<file path="src/rtl/gb_mem_pkg.sv">
// ---------------------------------------------------------------------------
// gb_mem_pkg
// Shared memory-map constants and the OAM DMA state type. The MMU and the
// DMA controller both import this package. The MMU uses DMA_IDLE_ADDR to
// recognise "no DMA transfer in progress" on the DMA bus-master port.
// No ports (package).
// ---------------------------------------------------------------------------
package gb_mem_pkg;

    localparam logic [15:0] OAM_BASE      = 16'hFE00;
    localparam logic [15:0] DMA_REG_ADDR  = 16'hFF46;
    localparam logic [15:0] DMA_IDLE_ADDR = 16'hFFFF;
    localparam int          OAM_LEN       = 160;

    typedef enum logic [2:0] {
        IDLE,
        START,
        READ,
        WRITE,
        GAP
    } dma_state_t;

    // Pages 0xE0 and above are echo RAM (and OAM/IO for 0xFE/0xFF). These
    // fold back down by 0x20, so the engine always reads from WRAM there.
    function automatic logic [7:0] echoFold(input logic [7:0] v);
        return (v >= 8'hE0) ? (v - 8'h20) : v;
    endfunction

endpackage

</file>
<file path="src/rtl/mem_if.sv">
// ---------------------------------------------------------------------------
// mem_if
// Simple byte-wide memory port used between the MMU and its clients.
//   addr_select[15:0]  address driven by the master
//   write_value[7:0]   write data driven by the master
//   write_enable       write strobe driven by the master
//   read_out[7:0]      read data returned by the slave
// ---------------------------------------------------------------------------
interface mem_if;

    logic [15:0] addr_select;
    logic [7:0]  write_value;
    logic        write_enable;
    logic [7:0]  read_out;

    modport master (
        output addr_select,
        output write_value,
        output write_enable,
        input  read_out
    );

    modport slave (
        input  addr_select,
        input  write_value,
        input  write_enable,
        output read_out
    );

endinterface

</file>
<file path="src/rtl/oam_dma_ctrl.sv">
// ---------------------------------------------------------------------------
// oam_dma_ctrl
// OAM DMA engine behind register 0xFF46. A CPU write of XX starts a copy of
// XX00-XX9F into OAM (FE00-FE9F), one byte every PERIOD clocks after a
// START_DELAY lead-in. While idle the DMA address is parked at 0xFFFF.
// Ports:
//   clk          system clock
//   rst          synchronous, active-high reset
//   mmio_dma_if  register port from the MMU (0xFF46 read/write)
//   dma_req      bus-master port into the MMU
//   dma_active   high from trigger until the transfer finishes
//   dma_done     one-clock pulse when the transfer completes
// ---------------------------------------------------------------------------
module oam_dma_ctrl
    import gb_mem_pkg::*;
#(
    parameter int READ_LAT    = 2,
    parameter int PERIOD      = 4,
    parameter int START_DELAY = 4
) (
    input  logic  clk,
    input  logic  rst,
    mem_if.slave  mmio_dma_if,
    mem_if.master dma_req,
    output logic  dma_active,
    output logic  dma_done
);

    localparam int         GAP_LEN    = PERIOD - READ_LAT - 1;
    localparam logic [7:0] START_LAST = 8'(START_DELAY - 1);
    localparam logic [7:0] READ_LAST  = 8'(READ_LAT - 1);
    localparam logic [7:0] GAP_LAST   = 8'(GAP_LEN - 1);
    localparam logic [7:0] IDX_LAST   = 8'(OAM_LEN - 1);

    dma_state_t  r_state;
    logic [7:0]  r_cnt;
    logic [7:0]  r_idx;
    logic [7:0]  r_srcHi;
    logic [7:0]  r_dmaReg;
    logic        r_hitPrev;
    logic [15:0] r_addr;
    logic [7:0]  r_dataLat;
    logic        r_we;
    logic        r_active;
    logic        r_done;

    dma_state_t  w_nextState;
    logic [7:0]  w_nextCnt;
    logic [7:0]  w_nextIdx;
    logic [7:0]  w_nextSrcHi;
    logic [15:0] w_nextAddr;
    logic        w_nextWe;
    logic        w_hit;
    logic        w_trig;
    logic        w_capture;
    logic        w_finish;

    assign dma_req.addr_select  = r_addr;
    assign dma_req.write_value  = r_dataLat;
    assign dma_req.write_enable = r_we;
    assign dma_active           = r_active;
    assign dma_done             = r_done;

    // Register readback is the only combinational output.
    always_comb begin
        mmio_dma_if.read_out = 8'hFF;
        if (mmio_dma_if.addr_select == DMA_REG_ADDR) begin
            mmio_dma_if.read_out = r_dmaReg;
        end
    end

    // A held write only triggers once: we look for the rising edge of the
    // register hit, not the level.
    always_comb begin
        w_hit  = mmio_dma_if.write_enable && (mmio_dma_if.addr_select == DMA_REG_ADDR);
        w_trig = w_hit && !r_hitPrev;
    end

    // Next-state logic. A trigger wins over everything, including the final
    // write, so a restart never produces a done pulse for the aborted copy.
    always_comb begin
        w_nextState = r_state;
        w_nextCnt   = r_cnt;
        w_nextIdx   = r_idx;
        w_nextSrcHi = r_srcHi;
        w_capture   = 1'b0;
        w_finish    = 1'b0;
        if (w_trig) begin
            w_nextState = START;
            w_nextCnt   = 8'd0;
            w_nextIdx   = 8'd0;
            w_nextSrcHi = echoFold(mmio_dma_if.write_value);
        end else begin
            case (r_state)
                IDLE: begin
                    w_nextState = IDLE;
                end
                START: begin
                    if (r_cnt == START_LAST) begin
                        w_nextState = READ;
                        w_nextCnt   = 8'd0;
                    end else begin
                        w_nextCnt = r_cnt + 8'd1;
                    end
                end
                READ: begin
                    if (r_cnt == READ_LAST) begin
                        w_nextState = WRITE;
                        w_nextCnt   = 8'd0;
                        w_capture   = 1'b1;
                    end else begin
                        w_nextCnt = r_cnt + 8'd1;
                    end
                end
                WRITE: begin
                    w_nextCnt = 8'd0;
                    if (GAP_LEN > 0) begin
                        w_nextState = GAP;
                    end else if (r_idx == IDX_LAST) begin
                        w_nextState = IDLE;
                        w_finish    = 1'b1;
                    end else begin
                        w_nextState = READ;
                        w_nextIdx   = r_idx + 8'd1;
                    end
                end
                GAP: begin
                    if (r_cnt == GAP_LAST) begin
                        w_nextCnt = 8'd0;
                        if (r_idx == IDX_LAST) begin
                            w_nextState = IDLE;
                            w_finish    = 1'b1;
                        end else begin
                            w_nextState = READ;
                            w_nextIdx   = r_idx + 8'd1;
                        end
                    end else begin
                        w_nextCnt = r_cnt + 8'd1;
                    end
                end
                default: begin
                    w_nextState = IDLE;
                end
            endcase
        end
    end

    // Bus outputs are decoded from the next state so that they are registered
    // alongside the state itself and line up with it cycle for cycle.
    always_comb begin
        w_nextAddr = DMA_IDLE_ADDR;
        w_nextWe   = 1'b0;
        case (w_nextState)
            READ: begin
                w_nextAddr = {w_nextSrcHi, w_nextIdx};
            end
            WRITE: begin
                w_nextAddr = OAM_BASE + {8'h00, w_nextIdx};
                w_nextWe   = 1'b1;
            end
            default: begin
                w_nextAddr = DMA_IDLE_ADDR;
            end
        endcase
    end

    // State and output registers.
    always_ff @(posedge clk) begin
        if (rst) begin
            r_state   <= IDLE;
            r_cnt     <= 8'd0;
            r_idx     <= 8'd0;
            r_srcHi   <= 8'd0;
            r_dmaReg  <= 8'h00;
            r_hitPrev <= 1'b0;
            r_addr    <= DMA_IDLE_ADDR;
            r_dataLat <= 8'h00;
            r_we      <= 1'b0;
            r_active  <= 1'b0;
            r_done    <= 1'b0;
        end else begin
            r_state   <= w_nextState;
            r_cnt     <= w_nextCnt;
            r_idx     <= w_nextIdx;
            r_srcHi   <= w_nextSrcHi;
            r_hitPrev <= w_hit;
            r_addr    <= w_nextAddr;
            r_we      <= w_nextWe;
            r_active  <= (w_nextState != IDLE);
            r_done    <= w_finish;
            if (w_trig) begin
                r_dmaReg <= mmio_dma_if.write_value;
            end
            if (w_capture) begin
                r_dataLat <= dma_req.read_out;
            end
        end
    end

endmodule

</file>
<file path="src/flat_wrapper.sv">
// flat-port wrapper written by rule: the top's interface ports become plain ports
module oam_dma_ctrl_flat import gb_mem_pkg::*;
#(
    parameter int READ_LAT    = 2,
    parameter int PERIOD      = 4,
    parameter int START_DELAY = 4
)
  (clk, rst, dma_active, dma_done, mmio_dma_if_addr_select, mmio_dma_if_write_value, mmio_dma_if_write_enable, mmio_dma_if_read_out, dma_req_addr_select, dma_req_write_value, dma_req_write_enable, dma_req_read_out);
  mem_if mmio_dma_if_i ();
  mem_if dma_req_i ();
  input  logic clk;
  input  logic rst;
  output logic dma_active;
  output logic dma_done;
  input wire logic [$bits(mmio_dma_if_i.addr_select)-1:0] mmio_dma_if_addr_select;
  input wire logic [$bits(mmio_dma_if_i.write_value)-1:0] mmio_dma_if_write_value;
  input wire logic [$bits(mmio_dma_if_i.write_enable)-1:0] mmio_dma_if_write_enable;
  output wire logic [$bits(mmio_dma_if_i.read_out)-1:0] mmio_dma_if_read_out;
  output wire logic [$bits(dma_req_i.addr_select)-1:0] dma_req_addr_select;
  output wire logic [$bits(dma_req_i.write_value)-1:0] dma_req_write_value;
  output wire logic [$bits(dma_req_i.write_enable)-1:0] dma_req_write_enable;
  input wire logic [$bits(dma_req_i.read_out)-1:0] dma_req_read_out;
  assign mmio_dma_if_i.addr_select = mmio_dma_if_addr_select;
  assign mmio_dma_if_i.write_value = mmio_dma_if_write_value;
  assign mmio_dma_if_i.write_enable = mmio_dma_if_write_enable;
  assign mmio_dma_if_read_out = mmio_dma_if_i.read_out;
  assign dma_req_addr_select = dma_req_i.addr_select;
  assign dma_req_write_value = dma_req_i.write_value;
  assign dma_req_write_enable = dma_req_i.write_enable;
  assign dma_req_i.read_out = dma_req_read_out;
  oam_dma_ctrl #(.READ_LAT(READ_LAT), .PERIOD(PERIOD), .START_DELAY(START_DELAY)) u_core (.clk(clk), .rst(rst), .mmio_dma_if(mmio_dma_if_i), .dma_req(dma_req_i), .dma_active(dma_active), .dma_done(dma_done));
endmodule
</file>
<file path="config.mk">
export PLATFORM = sky130hd
export DESIGN_NAME = oam_dma_ctrl_flat
export DESIGN_NICKNAME = d
export VERILOG_FILES = /design/src/rtl/gb_mem_pkg.sv /design/src/rtl/mem_if.sv /design/src/rtl/oam_dma_ctrl.sv /design/src/flat_wrapper.sv
export SDC_FILE = /design/constraint.sdc
export NUM_CORES = 1
export LEC_CHECK = 0
export ABC_AREA = 0
export BUFFER_PORTS_ARGS = -buffer_cell sky130_fd_sc_hd__buf_4
export CAP_MARGIN = 20
export CORE_MARGIN = 2
export CORE_UTILIZATION = 49
export CTS_BUF_LIST = sky130_fd_sc_hd__clkbuf_2
export CTS_CLUSTER_SIZE = 10
export DETAILED_ROUTE_END_ITERATION = 12
export PLACE_DENSITY_LB_ADDON = 0.1
export SLEW_MARGIN = 20
export SYNTH_ARGS = -nofsm -noshare
export SYNTH_HDL_FRONTEND = slang
export SYNTH_SLANG_ARGS = --single-unit
</file>
<file path="constraint.sdc">
create_clock -name clk -period 2.03 [get_ports clk]
set_input_delay 0.203 -clock clk [delete_from_list [all_inputs] [get_ports clk]]
set_output_delay 0.203 -clock clk [all_outputs]
set_load 0.02 [all_outputs]
</file>
== Yosys cells after proc, flatten, opt, wreduce, memory -nomap -nowiden ==
Cells that the tools add are included.

* Input bits: 35
* Word-level logic and storage cells: 59
* Output and inout port bits: 35
* Register bits: 63

* Reductions and logical operators: 8
* Add/subtract/negate cells: 4
* Mux-type cells: 23
* Equal/unequal tests: 10
* Bitwise logic cells: 2
* Magnitude comparators: 1

{| class="wikitable"
|+ Operators with widths
! operator !! count
|-
| $mux 8 || 10
|-
| $pmux 16 s2 || 1
|-
| $pmux 8 s4 || 1
|-
| $add 8x1->8 const B || 2
|-
| $eq 16x16->1 const B || 1
|-
| $eq 3x2->1 const B || 4
|-
| $mux 3 || 4
|-
| $pmux 3 s4 || 1
|-
| $add 10x9->11 const A || 1
|-
| $eq 8x1->1 const B || 1
|-
| $eq 8x2->1 const B || 1
|-
| $eq 8x8->1 const B || 1
|-
| $ge 8x8->1 const B || 1
|-
| $logic_not 8->1 || 1
|-
| $sub 8x6->8 const B || 1
|-
| $mux 1 || 5
|-
| $reduce_bool 4->1 || 1
|-
| $reduce_or 4->1 || 1
|-
| $eq 3x1->1 const B || 1
|-
| $eq 3x3->1 const B || 1
|-
| $reduce_bool 3->1 || 1
|-
| $logic_and 1x1->1 || 2
|-
| $mux 2 || 1
|-
| $not 1->1 || 2
|-
| other kinds (2) || 2
|}

== Depth between registers and ports, before layout ==
* Depth in word-level cells: 7
* Mapped depth: 8
* Depth with buffers taken out: 7

== Least setup slack after synthesis ==
No wires, ideal clock.

* Path kind: register -> register
* Start point: reg u_core.r_cnt[0]
* End point: reg u_core.r_addr[15], in the netlist u_core.dma_req.addr_select[15]
* Buffers on the path: 0
* Data required time: 1902 ps
* Slack: -55 ps
* Arrival: 1957 ps
* Setup time: 128 ps
* Clock period less this slack: 2085 ps
* Cell stages (with the launch flop): 8
* Cell sequence: dfxtp_1 > inv_1 > ha_1 > or3b_2 > nor3_4 > a21oi_1 > nor4_4 > nand2_1

* Word-level cells in the longest chain between the ends: 6
* Elaborated cells on any way between the ends: 15
* Classes of those cells: add/sub: 1; eq/ne: 4; mux: 9; reduce/logical: 1

{| class="wikitable"
|+ RTL lines
! what !! RTL line !! text
|-
| from (decl) || oam_dma_ctrl.sv:36 || <nowiki>logic [7:0] r_cnt;</nowiki>
|-
| from (signal assigned) || oam_dma_ctrl.sv:183 || <nowiki>r_cnt <= w_nextCnt;</nowiki>
|-
| $logic_not 8->1 (tied with other cells) || oam_dma_ctrl.sv:128 || <nowiki>if (r_cnt == GAP_LAST) begin</nowiki>
|-
| $mux 8 (tied with other cells) || oam_dma_ctrl.sv:128 ||
|-
| $mux 8 or $pmux 3 s4 (tied branches) || -- ||
|-
| $mux 8 or $mux 3 (tied branches) || oam_dma_ctrl.sv:88 || <nowiki>if (w_trig) begin</nowiki>
|-
| $add 10x9->11 or $eq 3x2->1 (tied branches) || oam_dma_ctrl.sv:158, oam_dma_ctrl.sv:153 ||
|-
| $pmux 16 s2 (*) || oam_dma_ctrl.sv:153 || <nowiki>case (w_nextState)</nowiki>
|-
| to (signal assigned) || oam_dma_ctrl.sv:187 || <nowiki>r_addr <= w_nextAddr;</nowiki>
|-
| to (decl) || oam_dma_ctrl.sv:41 || <nowiki>logic [15:0] r_addr;</nowiki>
|}

Every way passes the cells marked *; elsewhere a longest branch is shown, timed or not.
A chain may end at the register's enable or synchronous reset.

== Worst setup path after layout ==
* Start point: in mmio_dma_if_addr_select[5]
* End point: out mmio_dma_if_read_out[4]

* Word-level cells in the longest chain between the ends: 2

{| class="wikitable"
|+ RTL lines
! what !! RTL line !! text
|-
| from (decl) || flat_wrapper.sv:15 || <nowiki>input wire logic [$bits(mmio_dma_if_i.addr_select)-1:0] mmio_dma_if_addr_select;</nowiki>
|-
| $eq 16x16->1 || oam_dma_ctrl.sv:67 || <nowiki>if (mmio_dma_if.addr_select == DMA_REG_ADDR) begin</nowiki>
|-
| $mux 8 || oam_dma_ctrl.sv:67 ||
|-
| to (decl) || flat_wrapper.sv:18 || <nowiki>output wire logic [$bits(mmio_dma_if_i.read_out)-1:0] mmio_dma_if_read_out;</nowiki>
|}

Every way passes these cells.

==> flow_summary.ini <==
[global_routing]
grt_usage_pct = 20.9
antenna_found_initial = 0
grt_pass1_vias = 2233
overflow = 0
grt_pass1_wl_mm = 9.85
grt_max_degree = 28

[cells_and_area]
diodes = 0
design_area_um2 = 3650
regArea_um2 = 1260
fillers = 396
layout-drive-gt1-share_pct = 33.2
area_growth_pct = 40.1
nNetsFinal = 422
multi_input_area_um2 = 1270

[detailed_routing]
drt_pre_antenna_iters = 4
dr_wl_met3_um = 334
wl_met2_mm = 2.67
ant_nets = 0
drcViolationCount = 0
dr_total_vias = 2270
wirelength_mm = 5.68
wire_per_inst_um = 12.5
vias_per_cell = 4.98
top_layer = met4
drt_iter0_markers = 120
m1WireLength_mm = 2.55

[place]
placed_cell_area_um2 = 3330
io_buffers = 69
dp.final_hpwl_mm = 3.94
gp_congestion = 0.804
preCtsSetupSlack_ns = -0.120

[clock_tree]
cts_max_level = 3
cts_tree = done
cts_sinks = 63
cts-root-buf = clkbuf_2
path_clk_slew_ns = 0.16
cts_buffer_depth = 2
clkLatencyLatePin_ns = 0.48
cts_made_buffers = 9

[yosys]
synth.distinct_cells = 44
ys_ff_latch = 63
synth_area_per_cell_um2 = 9.63
synthesis.nets = 311
synthFlopType = dfxtp_1
async_flop_share_pct = 0
yosys_warnings = 0
synth_edf_count = 0
syn_area_um2 = 2610
yosysSeqAreaShare_pct = 48.3
syn_inst = 271

[critical_path]
crit_fanout = 9
crit_path_top_delay_cell = or4b_4
worst-path-buf-inv = 3
path_cells = buf_4, or4b_4, nor4_4, buf_4, nand2b_1, buf_4
cp-end-kind = primary output
ff2ff_path_depth = 6
arrival_ns = 1.74
cpPeakStageDelay_ns = 0.55
critical_path.most_common_cell = buf_4
critical_path.top_delay_family = simple AND/OR/NAND/NOR gates
crit_cells = 6
worstSetupPathType = in -> out
worstPathRequired_ns = 1.83
critPathLaunchType = input pin

[worst_hold_path]
worstHoldPathType = in -> reg
min_path_cells = 2

[sta]
fin_crit_sh_pct = 95.8
final-setup-viol-count = 0
max_clock_freq_mhz = 514
setup_ws_ns = 0.0847
layout_min_cycle_time_ns = 1.95
finClkSkew_ns = 0.0150
drv_slew = 0
hold_viol = 0
max_slew_margin_pct = 72.4
worst_pin_slew_ns = 0.412

[die]
die_h_um = 77.0
num_rows = 26
die_area_um2 = 5920
start_util_pct = 51.1
core_um2 = 5110
fp.dieW_um = 77.0
num_io_pins = 70

[run_status]
status = completed

[pwr]
peakVddDrop_mv = 0.433
static-leakage-power_nw = 1.55
p_per_area_nw_per_um2 = 596

[run]
maxCapViolations = 0
-- logic make-up (layout without fill, tap and decap cells) --
kind of cell             after synthesis  count (layout)  synth area share, %
flip-flops                            63              63                 48.3
AND/OR/NAND/NOR                      127             127                 27.3
adder cells (fa/ha/maj)                5               5                 2.40
buffers and inverters                 18             133                 3.55
XOR/XNOR                              11              11                 3.69
multiplexers                          19              19                 7.29
AO/OA/AOI/OAI                         28              28                 7.43
-- cell usage in the layout, fill, tap and decap left out, types with 10 or more instances in the layout --
| cell | Yosys | final |
|---|---|---|
| a21oi_1 | 13 | 13 |
| nand2_1 | 34 | 34 |
| clkbuf_2 | 1 | 10 |
| buf_4 | 1 | 93 |
| dlygate4sd3_1 | 0 | 17 |
| nand2b_1 | 10 | 10 |
| nor2_1 | 34 | 34 |
| dfxtp_1 | 63 | 63 |
| mux2i_1 | 19 | 19 |
-- area by class of cell --
| type | instances | area share, % |
|---|---|---|
| Tap cell | 70 | 2.40 |
| Multi-Input combinational cell | 190 | 34.7 |
| Clock buffer | 10 | 1.37 |
| Inverter | 7 | 0.719 |
| Timing Repair Buffer | 111 | 24.3 |
| Sequential cell | 63 | 34.5 |
| Clock inverter | 5 | 2.02 |
-- state kept, by name, indices dropped and copies added, names as in the netlist --
| name | cells |
|---|---|
| u_core.dma_done | 1 |
| u_core.r_dmaReg | 8 |
| u_core.r_hitPrev | 1 |
| u_core.r_state | 3 |
| u_core.dma_req.write_value | 8 |
| u_core.dma_req.addr_select | 16 |
| u_core.r_srcHi | 8 |
| u_core.r_idx | 8 |
| u_core.dma_req.write_enable | 1 |
| u_core.dma_active | 1 |
| u_core.r_cnt | 8 |
-- Yosys cell counts (2+ instances only) --
cell      instances  area share, %
dfxtp_1          63             48
nand2_1          34            4.9
nor2_1           34            4.9
mux2i_1          19            7.3
a21oi_1          13            2.5
nand2b_1         10            2.4
inv_1             7            1.0
nand3_1           7            1.3
nand4_1           7            1.7
nor3_1            7            1.3
xor2_1            7            2.4
and3_1            6            1.4
ha_1              5            2.4
o21ai_0           5           0.96
a31oi_1           4           0.96
buf_2             4           0.77
xnor2_1           4            1.3
nor3b_1           3           0.86
nor4_4            3            2.4
buf_6             2           0.86
clkbuf_1          2           0.29
or3b_2            2           0.67
or4_4             2           0.86
-- power breakdown --
| group | leakage (nW) | total, mW | switching [mW] | internal [mW] |
|---|---|---|---|---|
| clock | 0.0792 | 0.821 | 0.422 | 0.399 |
| combinational | 0.964 | 0.119 | 0.0442 | 0.0746 |
| sequential | 0.508 | 1.24 | 0.00000133 | 1.24 |
-- metrics by stage --
| step | std cells | power, mW | util (%) | hold slack, ns | TNS, ns |
|---|---|---|---|---|---|
| floorplan | 271 | 1.29 | - | 0.339 | 0 |
| global placement | 421 | 1.35 | 65.1 | 0.434 | -1.87 |
| detailed placement | 421 | 1.36 | 65.1 | 0.443 | -2.88 |
| CTS | 455 | 2.19 | 71.2 | 0.0614 | 0 |
| global route | 456 | 2.27 | 71.6 | 0.0580 | -0.00109 |
| finish | 456 | 2.18 | 71.6 | 0.0749 | 0 |
-- worst reg2reg max path, delay by kind of cell, from the launching register on --
family / cells / cell delay (ns)
AOI/OAI and AO/OA: 1 / 0.10
buffers and inverters: 1 / 0.19
DFF: 1 / 0.38
muxes: 1 / 0.21
and+or+nand+nor: 3 / 0.93
-- routing by layer --
| metal | global-route usage, % | vias up |
|---|---|---|
| met2 | 35.3 | 67 |
| met5 | 0 | - |
| met4 | 9.27 | 0 |
| met3 | 5.18 | 12 |
| met1 | 25.1 | 1043 |
| li1 | - | 1148 |
-- timing repair --
| item | CTS | global route |
|---|---|---|
| gates resized for setup | 0 | 3 |
| hold buffers | 17 | 0 |
| endpoints found under the setup margin | 7 | 24 |
| buffers inserted | 2 | 1 |
| endpoints found under the hold margin | 26 | 0 |
| pin swaps | 1 | 2 |
-- path summary, 6_finish.rpt --
check / start / endpoint / slack [ns]
setup / recovery: mmio_dma_if_addr_select[5] / mmio_dma_if_read_out[4] / 0.08
hold / removal: rst / u_core.r_srcHi[2] / 0.07
setup reg to reg: u_core.r_cnt[2] / u_core.dma_req.addr_select[3] / 0.12
hold reg to reg: u_core.r_dmaReg[1] / u_core.r_dmaReg[1] / 0.46
No activity file was read; power rests on OpenSTA's default activity.
